==> config.mk <==
export PLATFORM = sky130hd
export DESIGN_NAME = tc_array
export DESIGN_NICKNAME = d
export VERILOG_FILES = /design/src/rtl/tc_array.sv
export SDC_FILE = /design/constraint.sdc
export NUM_CORES = 1
export LEC_CHECK = 0
export ABC_CLOCK_PERIOD_IN_PS = 3520
export CAP_MARGIN = 20
export CORE_UTILIZATION = 50
export CTS_BUF_LIST = sky130_fd_sc_hd__clkbuf_8
export DETAILED_ROUTE_END_ITERATION = 10
export GPL_ROUTABILITY_DRIVEN = 0
export HOLD_SLACK_MARGIN = 0.03
export PLACE_DENSITY = 0.73
export SETUP_SLACK_MARGIN = 0.5
export SLEW_MARGIN = 20
export SYNTH_ARGS = -nofsm -noshare
export SYNTH_HDL_FRONTEND = slang
export SYNTH_SLANG_ARGS = --single-unit
==> constraint.sdc <==
create_clock -name clk -period 3.52 [get_ports clk]
set_clock_uncertainty 0.05 [all_clocks]
set_input_delay 1.056 -clock clk [delete_from_list [all_inputs] [get_ports clk]]
set_output_delay 1.056 -clock clk [all_outputs]
set_load 0.01 [all_outputs]
==> src/rtl/tc_array.sv <==
// tc_array: N_CH independent down-counting timers behind one bus window.
// Build option TC_PRESCALE_EN turns register 3 into a 16-bit prescaler.
module tc_array #(
  parameter int          N_CH  = 2,
  parameter int          WIDTH = 32,
  parameter logic [31:0] BASE  = 32'h0000_7F00
) (
  input  logic            clk,
  input  logic            reset,
  input  logic [29:0]     addr,
  input  logic            we,
  input  logic [31:0]     wdata,
  output logic [31:0]     rdata,
  output logic [N_CH-1:0] irq,
  output logic            irq_any
);

  localparam int CH_BITS = (N_CH > 1) ? $clog2(N_CH) : 1;

  typedef enum logic [1:0] {
    S_IDLE,
    S_LOAD,
    S_CNT,
    S_INT
  } state_t;

  logic [CH_BITS-1:0]     ch;
  logic [3:0]             ch_ext;
  logic [1:0]             reg_sel;
  logic                   hit;
  logic [N_CH-1:0][31:0]  rv;
  logic                   unused_wdata;

  // addr is a word address, so byte bits [3:2] are addr[1:0]
  assign reg_sel      = addr[1:0];
  assign ch           = addr[CH_BITS+1:2];
  assign ch_ext       = 4'(ch);
  assign hit          = (addr[29:CH_BITS+2] == BASE[31:CH_BITS+4])
                     && (ch_ext < 4'(N_CH));
  assign unused_wdata = ^wdata;

  for (genvar i = 0; i < N_CH; i++) begin : g_ch
    state_t           state;
    state_t           state_nx;
    logic             en;
    logic             im;
    logic             pend;
    logic [1:0]       mode;
    logic [WIDTH-1:0] preset;
    logic [WIDTH-1:0] count;
    logic [WIDTH-1:0] count_nx;
    logic             pend_set;
    logic             en_clr;
    logic             tick;
    logic             sel;
    logic             ctrl_wr;
    logic             preset_wr;
    logic [31:0]      rd_val;

    assign sel       = hit && we && (ch_ext == 4'(i));
    assign ctrl_wr   = sel && (reg_sel == 2'd0);
    assign preset_wr = sel && (reg_sel == 2'd1);

`ifdef TC_PRESCALE_EN
    logic        pscl_wr;
    logic [15:0] pscl;
    logic [15:0] div;

    assign pscl_wr = sel && (reg_sel == 2'd3);
    assign tick    = (div == pscl);

    always_ff @(posedge clk) begin
      if (reset) begin
        pscl <= '0;
        div  <= '0;
      end else begin
        if (pscl_wr)
          pscl <= wdata[15:0];
        if (pscl_wr || state == S_LOAD)
          div <= '0;
        else if (state == S_CNT && en)
          div <= tick ? 16'd0 : div + 16'd1;
      end
    end
`else
    assign tick = 1'b1;
`endif

    always_comb begin
      state_nx = state;
      count_nx = count;
      pend_set = 1'b0;
      en_clr   = 1'b0;
      unique case (state)
        S_IDLE: begin
          if (en)
            state_nx = S_LOAD;
        end
        S_LOAD: begin
          count_nx = preset;
          state_nx = S_CNT;
        end
        S_CNT: begin
          if (!en) begin
            state_nx = S_IDLE;
          end else if (tick) begin
            if (mode == 2'b10) begin
              count_nx = count - WIDTH'(1);
              pend_set = (count == '0);
            end else if (count > WIDTH'(1)) begin
              count_nx = count - WIDTH'(1);
            end else begin
              count_nx = '0;
              pend_set = 1'b1;
              state_nx = S_INT;
            end
          end
        end
        S_INT: begin
          // auto-reload skips straight to LOAD; others park in IDLE
          en_clr   = (mode == 2'b00) || (mode == 2'b11);
          state_nx = (en && mode == 2'b01) ? S_LOAD : S_IDLE;
        end
        default: state_nx = S_IDLE;
      endcase
    end

    always_ff @(posedge clk) begin
      if (reset) begin
        state  <= S_IDLE;
        en     <= 1'b0;
        im     <= 1'b0;
        pend   <= 1'b0;
        mode   <= 2'b00;
        preset <= '0;
        count  <= '0;
      end else begin
        state <= state_nx;
        count <= count_nx;
        if (ctrl_wr) begin
          en   <= wdata[0];
          mode <= wdata[2:1];
          im   <= wdata[3];
        end else if (en_clr) begin
          en <= 1'b0;
        end
        if (preset_wr)
          preset <= wdata[WIDTH-1:0];
        // a software write beats a same-cycle hardware set
        if (ctrl_wr || preset_wr)
          pend <= 1'b0;
        else if (pend_set)
          pend <= 1'b1;
      end
    end

    always_comb begin
      rd_val = '0;
      case (reg_sel)
        2'd0:    rd_val = {27'd0, pend, im, mode, en};
        2'd1:    rd_val = 32'(preset);
        2'd2:    rd_val = 32'(count);
`ifdef TC_PRESCALE_EN
        2'd3:    rd_val = 32'(pscl);
`endif
        default: rd_val = '0;
      endcase
    end

    assign rv[i]  = rd_val;
    assign irq[i] = im & pend;
  end

  always_comb begin
    rdata = '0;
    for (int i = 0; i < N_CH; i++)
      if (hit && ch_ext == 4'(i))
        rdata = rv[i];
  end

  assign irq_any = |irq;

endmodule

==> results of run 1 <==
## per-layer routing
metal | GRT usage, % | part of all wire (%) | vias to the layer above
met1 | 49.9 | 41 | 4537
met4 | 14.9 | 2.8 | 0
met2 | 58.8 | 47 | 526
met5 | 0 | 0 | -
li1 | - | - | 4253
met3 | 6.72 | 9.0 | 81
## cell type report
class / instances / area, um^2
timing repair buffer: 212 / 1990
fill: 1273 / 4720
sequential: 142 / 2840
clock buffer: 21 / 289
clock inverter: 11 / 210
inverter: 17 / 63.8
tap: 216 / 270
multi-input combinational: 804 / 5560
## cells in the final DEF, fill, tap and decap left out, types with 21 or more instances in the layout
master,instances
a21oi_1,78
a221oi_1,29
a221oi_2,28
a31oi_1,31
buf_2,35
buf_4,87
clkbuf_8,21
clkdlybuf4s50_1,36
dfxtp_1,142
mux2i_1,51
nand2_1,136
nand3_1,33
nor2_1,92
nor3_1,27
nor3_4,26
nor4_1,30
o21ai_0,39
## sequential cells by signal, summed over array words and instances, names as in the netlist
signal,count
g_ch.pend,2
g_ch.mode,4
g_ch.count,64
g_ch.en,2
g_ch.im,2
g_ch.state,4
g_ch.preset,64
## metrics by stage
stage                     instances  util, %  setup TNS [ns]  cell area (um^2)
after detailed placement       1374     64.8          -25.87             10300
after floorplan                1059        -               0              8690
final                          1423     70.4           -1.53             11200
after global placement         1374     64.8          -23.85             10300
after CTS                      1422     69.8           -1.56             11100
after global routing           1423     70.4           -2.35             11200
## power groups by stage
stage	logic [uW]	clock network, uW	registers [uW]
3_3_place_gp	297	0	1640
5_1_grt	367	1720	1600
4_1_cts	339	1660	1600
2_1_floorplan	114	0	1640
3_5_place_dp	297	0	1640
6_report	357	1650	1600
## cells in the mapped netlist, drive strengths merged (5+ instances only)
| cell | count | area [um^2] |
|---|---|---|
| o31ai | 9 | 67.6 |
| nor2b | 8 | 50.1 |
| o21ai | 45 | 229 |
| a211oi | 14 | 105 |
| nand3 | 33 | 165 |
| nor3b | 5 | 37.5 |
| dfxtp | 142 | 2840 |
| a32o | 5 | 50.1 |
| o211ai | 5 | 37.5 |
| ha | 10 | 125 |
| and3 | 6 | 37.5 |
| nand2b | 5 | 31.3 |
| nand4 | 7 | 43.8 |
| clkbuf | 87 | 327 |
| a22oi | 5 | 37.5 |
| nor3 | 54 | 270 |
| nand2 | 136 | 510 |
| buf | 9 | 43.8 |
| inv | 17 | 63.8 |
| or2 | 7 | 43.8 |
| a21oi | 80 | 400 |
| nor2 | 95 | 367 |
| mux2i | 51 | 510 |
| a31oi | 31 | 194 |
| nor4 | 35 | 249 |
| a221oi | 60 | 532 |
| or3 | 11 | 68.8 |
| or4 | 20 | 158 |
| a32oi | 14 | 123 |
## logic make-up (layout without fill, tap and decap cells)
logic type / count (synthesis) / in the layout / share of synthesized area [%]
buffers and inverters: 113 / 261 / 5.30
multiplexers: 55 / 55 / 6.79
AND/OR/NAND/NOR: 440 / 440 / 26.6
adder cells (fa/ha/maj): 10 / 10 / 1.53
AO/OA/AOI/OAI: 293 / 293 / 24.4
flip-flops: 142 / 142 / 34.7
XOR/XNOR: 6 / 6 / 0.642
## repair_timing
item                                    in CTS  in global routing
buffers inserted                             8                  1
gates cloned                                 8                  0
resized for setup                          234                 26
endpoints found under the setup margin      32                 36
pin swaps                                   17                  9
## tightest hold or removal path: stages (launching register included)
cell,delay [ns]
dfxtp_1,0.33
nand2_1,0.06
a21oi_1,0.05
## worst max-delay path by stage
stage                  start   endpoint  slack (ns)
floorplan           addr[13]   rdata[2]        0.16
global placement     addr[1]  rdata[13]       -0.81
detailed placement   addr[9]  rdata[14]       -0.86
CTS                 addr[13]  rdata[27]       -0.16
global route        addr[13]  rdata[19]       -0.18
finish              addr[13]  rdata[19]       -0.17
==> impl_metrics.env, run 1 <==
export IMPL_outcome="finished with violations"
export IMPL_violations="negative setup slack"
export IMPL_drv_cap=0
export IMPL_grt_max_degree=125
export IMPL_hold_path_class="reg -> reg"
export IMPL_start_kind="input port"
export IMPL_antennaDiodeCount=0
export IMPL_postCtsHoldBufs=0
export IMPL_tightest_slew_ns=0.907
export IMPL_finalHoldViolations=0
export IMPL_synth_area_per_cell_um2=7.73
export IMPL_cts_buffers=17
export IMPL_pwr_share_seq_pct=44.5
export IMPL_cts_root_buf="clkbuf_8"
export IMPL_p_leak_uw=0.00462
export IMPL_via_per_inst=6.60
export IMPL_cp_slowest_cell="or2_4"
export IMPL_area_growth_pct=37.2
export IMPL_layout_drive_gt1_share_pct=23.9
export IMPL_relSlewSlack_pct=39.5
export IMPL_required_ns=2.41
export IMPL_cp_top_family="simple AND/OR/NAND/NOR gates"
export IMPL_clock_power_share_pct=45.7
export IMPL_cts_sinks=142
export IMPL_dp_hpwl_mm=20.3
export IMPL_swShare_pct=23.5
export IMPL_timing_rr_start="g_ch[1].count[0]"
export IMPL_min_from="g_ch[0].preset[11]"
export IMPL_grt_pass1_wl_mm=47.6
export IMPL_power_density_mw_per_mm2=322
export IMPL_finalPower_uw=3610
export IMPL_slew_violations=0
export IMPL_fin_crit_sh_pct=105
export IMPL_min_to="g_ch[0].preset[11]"
export IMPL_initial_core_util_pct=51.3
export IMPL_floorplan_die_area_mm2=0.0169
export IMPL_std_cell_rows=46
export IMPL_synth_edf_count=0
export IMPL_finalSetupViolCount=22
export IMPL_routed_wl_mm=31.0
export IMPL_drc=0
export IMPL_path_class="in -> out"
export IMPL_worst_path_buf_inv=4
export IMPL_synth_flop_cell="dfxtp_1"
export IMPL_fp_dieW_um=130
export IMPL_antenna_found_initial=0
export IMPL_io_pin_count=100
export IMPL_dr_first_iter_drc_count=1236
export IMPL_vias=9397
export IMPL_reg2reg_depth=8
export IMPL_fmax_ghz=0.271
export IMPL_ctsLongestPathBuffers=2
export IMPL_firstDrtPassIters=6
export IMPL_grt_overflow=0
export IMPL_worst_setup_path_end_kind="output port"
export IMPL_syn_nets=1134
export IMPL_hold_ws_ns=0.429
export IMPL_cp_depth=8
export IMPL_insertion_delay_ns=0.47
export IMPL_cp_cell_sequence="buf_6, nor4bb_4, nand4_1, or2_4, buf_12, buf_16, nor3_4, buf_2"
export IMPL_tritoncts="yes"
export IMPL_pre_cts_ws_ns=-0.860
export IMPL_rrSetupSlack_ns=0.61
export IMPL_synth_area_mm2=0.00818
export IMPL_syn_inst=1059
export IMPL_ys_ff_latch=142
export IMPL_nets=1269
export IMPL_io_buffers=99
export IMPL_cp_data_arrival_time_ns=2.59
export IMPL_hold_depth=2
export IMPL_timing_final_ws_setup_ns=-0.172
export IMPL_async_reset_ff_share_pct=0
export IMPL_fin_crit_ns=3.69
export IMPL_h_tree_depth=4
export IMPL_yosysWarnings=0
export IMPL_grt_setup_unrepaired="yes"
export IMPL_peakVddDrop_mv=0.318
export IMPL_ys_seq_area_share_pct=34.7
export IMPL_worst_path_max_fanout=6
export IMPL_path_clk_slew_ns=0.07
export IMPL_core_mm2=0.0159
export IMPL_grt_pass1_vias=8548
export IMPL_switchingPower_uw=848
export IMPL_synth_cell_types=68
export IMPL_p_comb_share_pct=9.9
export IMPL_die_h_um=130
export IMPL_worstReg2RegEnd="g_ch[1].count[26]"
export IMPL_wl_per_cell_um=21.8
export IMPL_drt_antenna_violating_nets=0
export IMPL_track_usage_pct=37.1
export IMPL_slowest_delay_ns=0.33
export IMPL_p_int_uw=2760
Note: power is estimated with default switching activity, not from simulation.
==> run 2, diff against run 1 <==
Settings changed: CORE_UTILIZATION 50 to 29, PLACE_DENSITY 0.73 to unset.
==> impl_metrics.env, run 2 (synthesized netlist as in run 1, its figures left out) <==
export IMPL_reg_top3="g_ch.count x64, g_ch.preset x64"
export IMPL_place_inst=1540
export IMPL_final_common_cell="dfxtp_1"
export IMPL_worst_path_buf_inv=4
export IMPL_violations="negative setup slack"
export IMPL_via_per_inst=5.85
export IMPL_p_leak_uw=0.00492
export IMPL_dp_hpwl_mm=23.3
export IMPL_fin_crit_sh_pct=104
export IMPL_cp_slowest_cell="or2_4"
export IMPL_dr_first_iter_drc_count=815
export IMPL_antenna_found_initial=1
export IMPL_mostFrequentLayoutCells="142 x dfxtp_1, 100 x buf_4, 97 x nand2_1"
export IMPL_worst_setup_path_end_kind="output port"
export IMPL_initial_core_util_pct=29.5
export IMPL_fmax_ghz=0.272
export IMPL_cp_cell_sequence="buf_6, nor4bb_4, nand4_1, or2_4, buf_6, buf_6, a211oi_4, buf_2"
export IMPL_core_mm2=0.0278
export IMPL_finalSetupViolCount=96
export IMPL_hold_path_class="reg -> reg"
export IMPL_cp_data_arrival_time_ns=2.57
export IMPL_layout_drive_gt1_share_pct=31.5
export IMPL_area_growth_pct=47.9
export IMPL_drt_antenna_violating_nets=0
export IMPL_nFillCells=2733
export IMPL_track_usage_pct=23.4
export IMPL_worst_path_max_fanout=6
export IMPL_ctsLongestPathBuffers=2
export IMPL_cts_sinks=142
export IMPL_std_cell_rows=61
export IMPL_routed_wl_mm=36.1
export IMPL_grt_pass1_vias=8781
export IMPL_h_tree_depth=4
export IMPL_vias=9530
export IMPL_path_common_cell="buf_6"
export IMPL_finalNonFillerCells=1630
export IMPL_slowest_delay_ns=0.34
export IMPL_peakVddDrop_mv=0.191
export IMPL_nets=1312
export IMPL_timing_final_ws_setup_ns=-0.158
export IMPL_relSlewSlack_pct=35.6
export IMPL_path_clk_slew_ns=0.08
export IMPL_start_kind="input port"
export IMPL_grt_overflow=0
export IMPL_drv_cap=0
export IMPL_grt_max_degree=51
export IMPL_tns_ns=-7.93
export IMPL_io_pin_count=100
export IMPL_cts_buffers=17
export IMPL_io_buffers=99
export IMPL_finalHoldViolations=0
export IMPL_tightest_slew_ns=0.965
export IMPL_floorplan_die_area_mm2=0.0289
export IMPL_postCtsHoldBufs=0
export IMPL_drc=0
export IMPL_fp_dieW_um=170
export IMPL_required_ns=2.41
export IMPL_grt_pass1_wl_mm=51.8
export IMPL_outcome="finished with violations"
export IMPL_power_density_mw_per_mm2=278
export IMPL_die_h_um=170
export IMPL_cp_top_family="simple AND/OR/NAND/NOR gates"
export IMPL_fin_crit_ns=3.68
export IMPL_wl_per_cell_um=22.2
export IMPL_slew_violations=0
export IMPL_firstDrtPassIters=5
export IMPL_grt_setup_unrepaired="yes"
export IMPL_path_class="in -> out"
export IMPL_insertion_delay_ns=0.48
export IMPL_cts_root_buf="clkbuf_8"
export IMPL_tritoncts="yes"
==> run 2: final cells by class <==
type | instances | area [um^2] | area share, %
Multi-Input combinational cell | 804 | 5820 | 48.1
Sequential cell | 142 | 2840 | 23.5
Timing Repair Buffer | 255 | 2480 | 20.5
Tap cell | 378 | 473 | 3.91
Clock buffer | 19 | 262 | 2.16
Clock inverter | 13 | 153 | 1.26
Inverter | 17 | 63.8 | 0.527
Antenna cell | 2 | 5.00 | 0.0414
==> run 2: worst min-delay path, cell delays in order (launching register included) <==
cell and delay (ns):
dfxtp_1 0.34, nand2_2 0.07, a21oi_2 0.04
==> run 2: what timing repair did <==
action / in CTS / in global routing
hold endpoints to repair: 0 / 0
pin swaps: 18 / 33
resized for setup: 267 / 117
endpoints found under the setup margin: 32 / 113
setup buffers: 32 / 8
gates cloned: 7 / 9
==> run 2: worst paths after layout <==
path                            slack (ns)                from  depth (start not counted)            endpoint
worst max register to register        0.59    g_ch[1].count[0]                          8   g_ch[1].count[14]
worst min-delay path                  0.44  g_ch[0].preset[17]                          2  g_ch[0].preset[17]
worst min register to register        0.44  g_ch[0].preset[17]                          2  g_ch[0].preset[17]
worst max-delay path                 -0.16             addr[5]                          8            rdata[4]
==> run 2: per-stage QoR <==
step | hold slack [ns] | utilization [%] | cell area, um^2 | setup slack (ns) | power [uW]
2_1_floorplan | 0.395 | - | 8690 | 0.158 | 1760
3_3_place_gp | 0.412 | 38.0 | 10600 | -0.810 | 1950
3_5_place_dp | 0.420 | 38.0 | 10600 | -0.838 | 1950
4_1_cts | 0.433 | 41.2 | 11500 | -0.113 | 3370
5_1_grt | 0.461 | 43.6 | 12100 | -0.275 | 3470
6_report | 0.439 | 43.6 | 12100 | -0.158 | 3370
==> run 2: metal layers <==
metal	routed length (um)	vias up	track usage, %
li1	-	4346	-
met1	14200	4614	28.8
met2	17500	448	39.2
met3	2390	122	4.12
met4	2030	0	11.6
met5	0	-	0
==> run 2: power by group <==
group          switching, uW  leakage [uW]  total [uW]  internal (uW)
Combinational            195       0.00357         359            164
Clock                    725      0.000201        1410            682
Sequential       0.000000815       0.00114        1600           1600
Total                    920       0.00492        3370           2450
==> edit: new RTL, flow settings as in run 1 <==
Register the output `rdata`, with the module's reset; this adds one clock of latency there. The other outputs are not delayed to match.
--- a/src/rtl/tc_array.sv
+++ b/src/rtl/tc_array.sv
@@ -24,4 +24,6 @@
     S_INT
   } state_t;
+
+  logic [31:0] rdata_d;
 
   logic [CH_BITS-1:0]     ch;
@@ -173,12 +175,20 @@
 
   always_comb begin
-    rdata = '0;
+    rdata_d = '0;
     for (int i = 0; i < N_CH; i++)
       if (hit && ch_ext == 4'(i))
-        rdata = rv[i];
+        rdata_d = rv[i];
   end
 
   assign irq_any = |irq;
 
+  always_ff @(posedge clk) begin
+    if (reset) begin
+      rdata <= '0;
+    end else begin
+      rdata <= rdata_d;
+    end
+  end
+
 endmodule
 
Behaviour: not the same (Yosys sat finds a counterexample within 4 cycles, from zero or initial values and one cycle with reset high).
==> edit against run 1 <==
Critical path depth fell by 1; routed wire length decreased by 5.7%; design area shrank 6.4%; clock power shrank 16%; worst setup slack improved by 0.76 ns; total power is 0.95% lower; combinational power decreased by 38%; synthesized area rose by 8.3%; sequential power up 23%; cell count fell by 0.28%; non-clock buffer count fell by 76; sequential cell count grew 32; critical endpoint is now rdata[11]; highest routed layer unchanged.
==> edit: results (changes against run 1) <==
[detailed_routing]
via_per_inst = 6.54  ; -0.90%
drt_iter0_markers = 1079  ; -13%
first_pass_iters = 5  ; -1
routed-via-count = 9286  ; -1.2%
drt-total-wl_um = 29200  ; -5.7%

[global_route]
grt_pass1_vias = 8412  ; -1.6%
grt_max_degree = 57  ; -54%
grt_util_met3_pct = 5.46  ; -1.3 points
grt_first_pass_wirelength_um = 45800  ; -3.9%
grtUsageMet1_pct = 43.4  ; -6.5 points

[synthesis]
netlist_instances = 1124  ; +6.1%
ys_seq_area_share_pct = 39.3  ; +4.6 points
synth.top_cells.by_area = dfxtp_1 39%, nand2_1 8.0%, a221oi_1 6.8%
synthTopCellsByCount = 190 x nand2_1, 174 x dfxtp_1, 98 x a21oi_1
synth_nets = 1199  ; +5.7%
synth_cell_types = 66  ; -2.9%

[final_layout]
nets = 1256  ; -1.0%
largestRegisters = g_ch.count x64, g_ch.preset x64, rdata x32

[status]
status = finished, final reports clean

[worst_setup_path]
r2r-end = g_ch[1].count[14]
cp_slowest_stage_delay_ns = 0.54  ; +0.21 ns
arrival_ns = 3.22  ; +0.63 ns
cp_top_family = buffers and inverters

[timing]
slew_headroom_pct = 41.9  ; +2.5 points

[power_and_ir_drop]
intPower_mw = 2.69  ; -2.6%
p_leak_nw = 3.60  ; -22%
max-vdd-ir-drop_v = 0.000296  ; -6.9%

[place]
dp.cells = 1386  ; +0.87%
placedInstanceArea_sq_mm = 0.0101  ; -2.1%

[clocking]
path_clk_slew_ns = 0.09  ; +0.02 ns

edit: cell types whose count changed after synthesis, moves of 7 or more:
cell      delta
a221oi_1    +10
mux2i_1     -34
nand2_1     +54
a21oi_1     +18
nor4_1      -11
dfxtp_1     +32
clkbuf_1     -7
nor2_1      -23
inv_1        +9
buf_2        +7
edit: repair_timing:
item                       in CTS  in global routing
gates resized for setup         1                  1
setup endpoints to repair       5                  3
cloned                          0                  1
edit: final cells by class:
cell class	count	area, sq um
fill	1584	6790
inverter	26	97.6
clock buffer	17	234
timing repair buffer	136	1350
sequential	174	3480
tap	225	282
multi-input combinational	826	4900
clock inverter	15	148
edit: power by group through the flow:
stage	Combinational (mW)	Clock (mW)	Sequential, mW
after global routing	0.231	1.47	1.97
after detailed placement	0.217	0	2.01
final	0.222	1.39	1.97
after global placement	0.216	0	2.01
after floorplan	0.0822	0	2.01
after CTS	0.218	1.40	1.97
edit: through the flow:
stage / setup TNS, ns / hold slack [ns]
after floorplan: 0 / 0.395
after global placement: 0 / 0.411
after detailed placement: -0.0924 / 0.418
after CTS: 0 / 0.431
after global routing: 0 / 0.446
final: 0 / 0.430
edit: cells by family after synthesis:
group	after synthesis	synth area share, %
AND/OR/NAND/NOR	470	26.2
XOR/XNOR	8	0.790
flip-flops	174	39.3
adder cells (fa/ha/maj)	10	1.41
AO/OA/AOI/OAI	318	24.3
buffers and inverters	125	5.84
multiplexers	19	2.17
edit: how the worst max path moves through the flow:
stage / from / end / cells after the start / slack (ns)
finish: addr[0] / rdata[11] / 7 / 0.59
global route: addr[4] / g_ch[1].preset[9] / 7 / 0.50
CTS: g_ch[0].im / irq_any / 3 / 0.62
detailed placement: addr[4] / g_ch[1].preset[26] / 7 / -0.02
global placement: addr[11] / g_ch[1].preset[11] / 7 / 0.002
floorplan: addr[4] / g_ch[1].preset[10] / 8 / 0.61
edit: routing by layer:
| layer | up-vias | share of wire (%) | wire length (um) |
|---|---|---|---|
| li1 | 4291 | - | - |
| met1 | 4410 | 42 | 12200 |
| met2 | 520 | 46 | 13400 |
| met3 | 65 | 8.7 | 2540 |
| met4 | 0 | 3.5 | 1030 |
| met5 | - | 0 | 0 |
edit: worst min-delay path, stage by stage (launching register included):
cell and delay [ns]:
dfxtp_1 0.33, nand2_1 0.06, a21oi_1 0.05
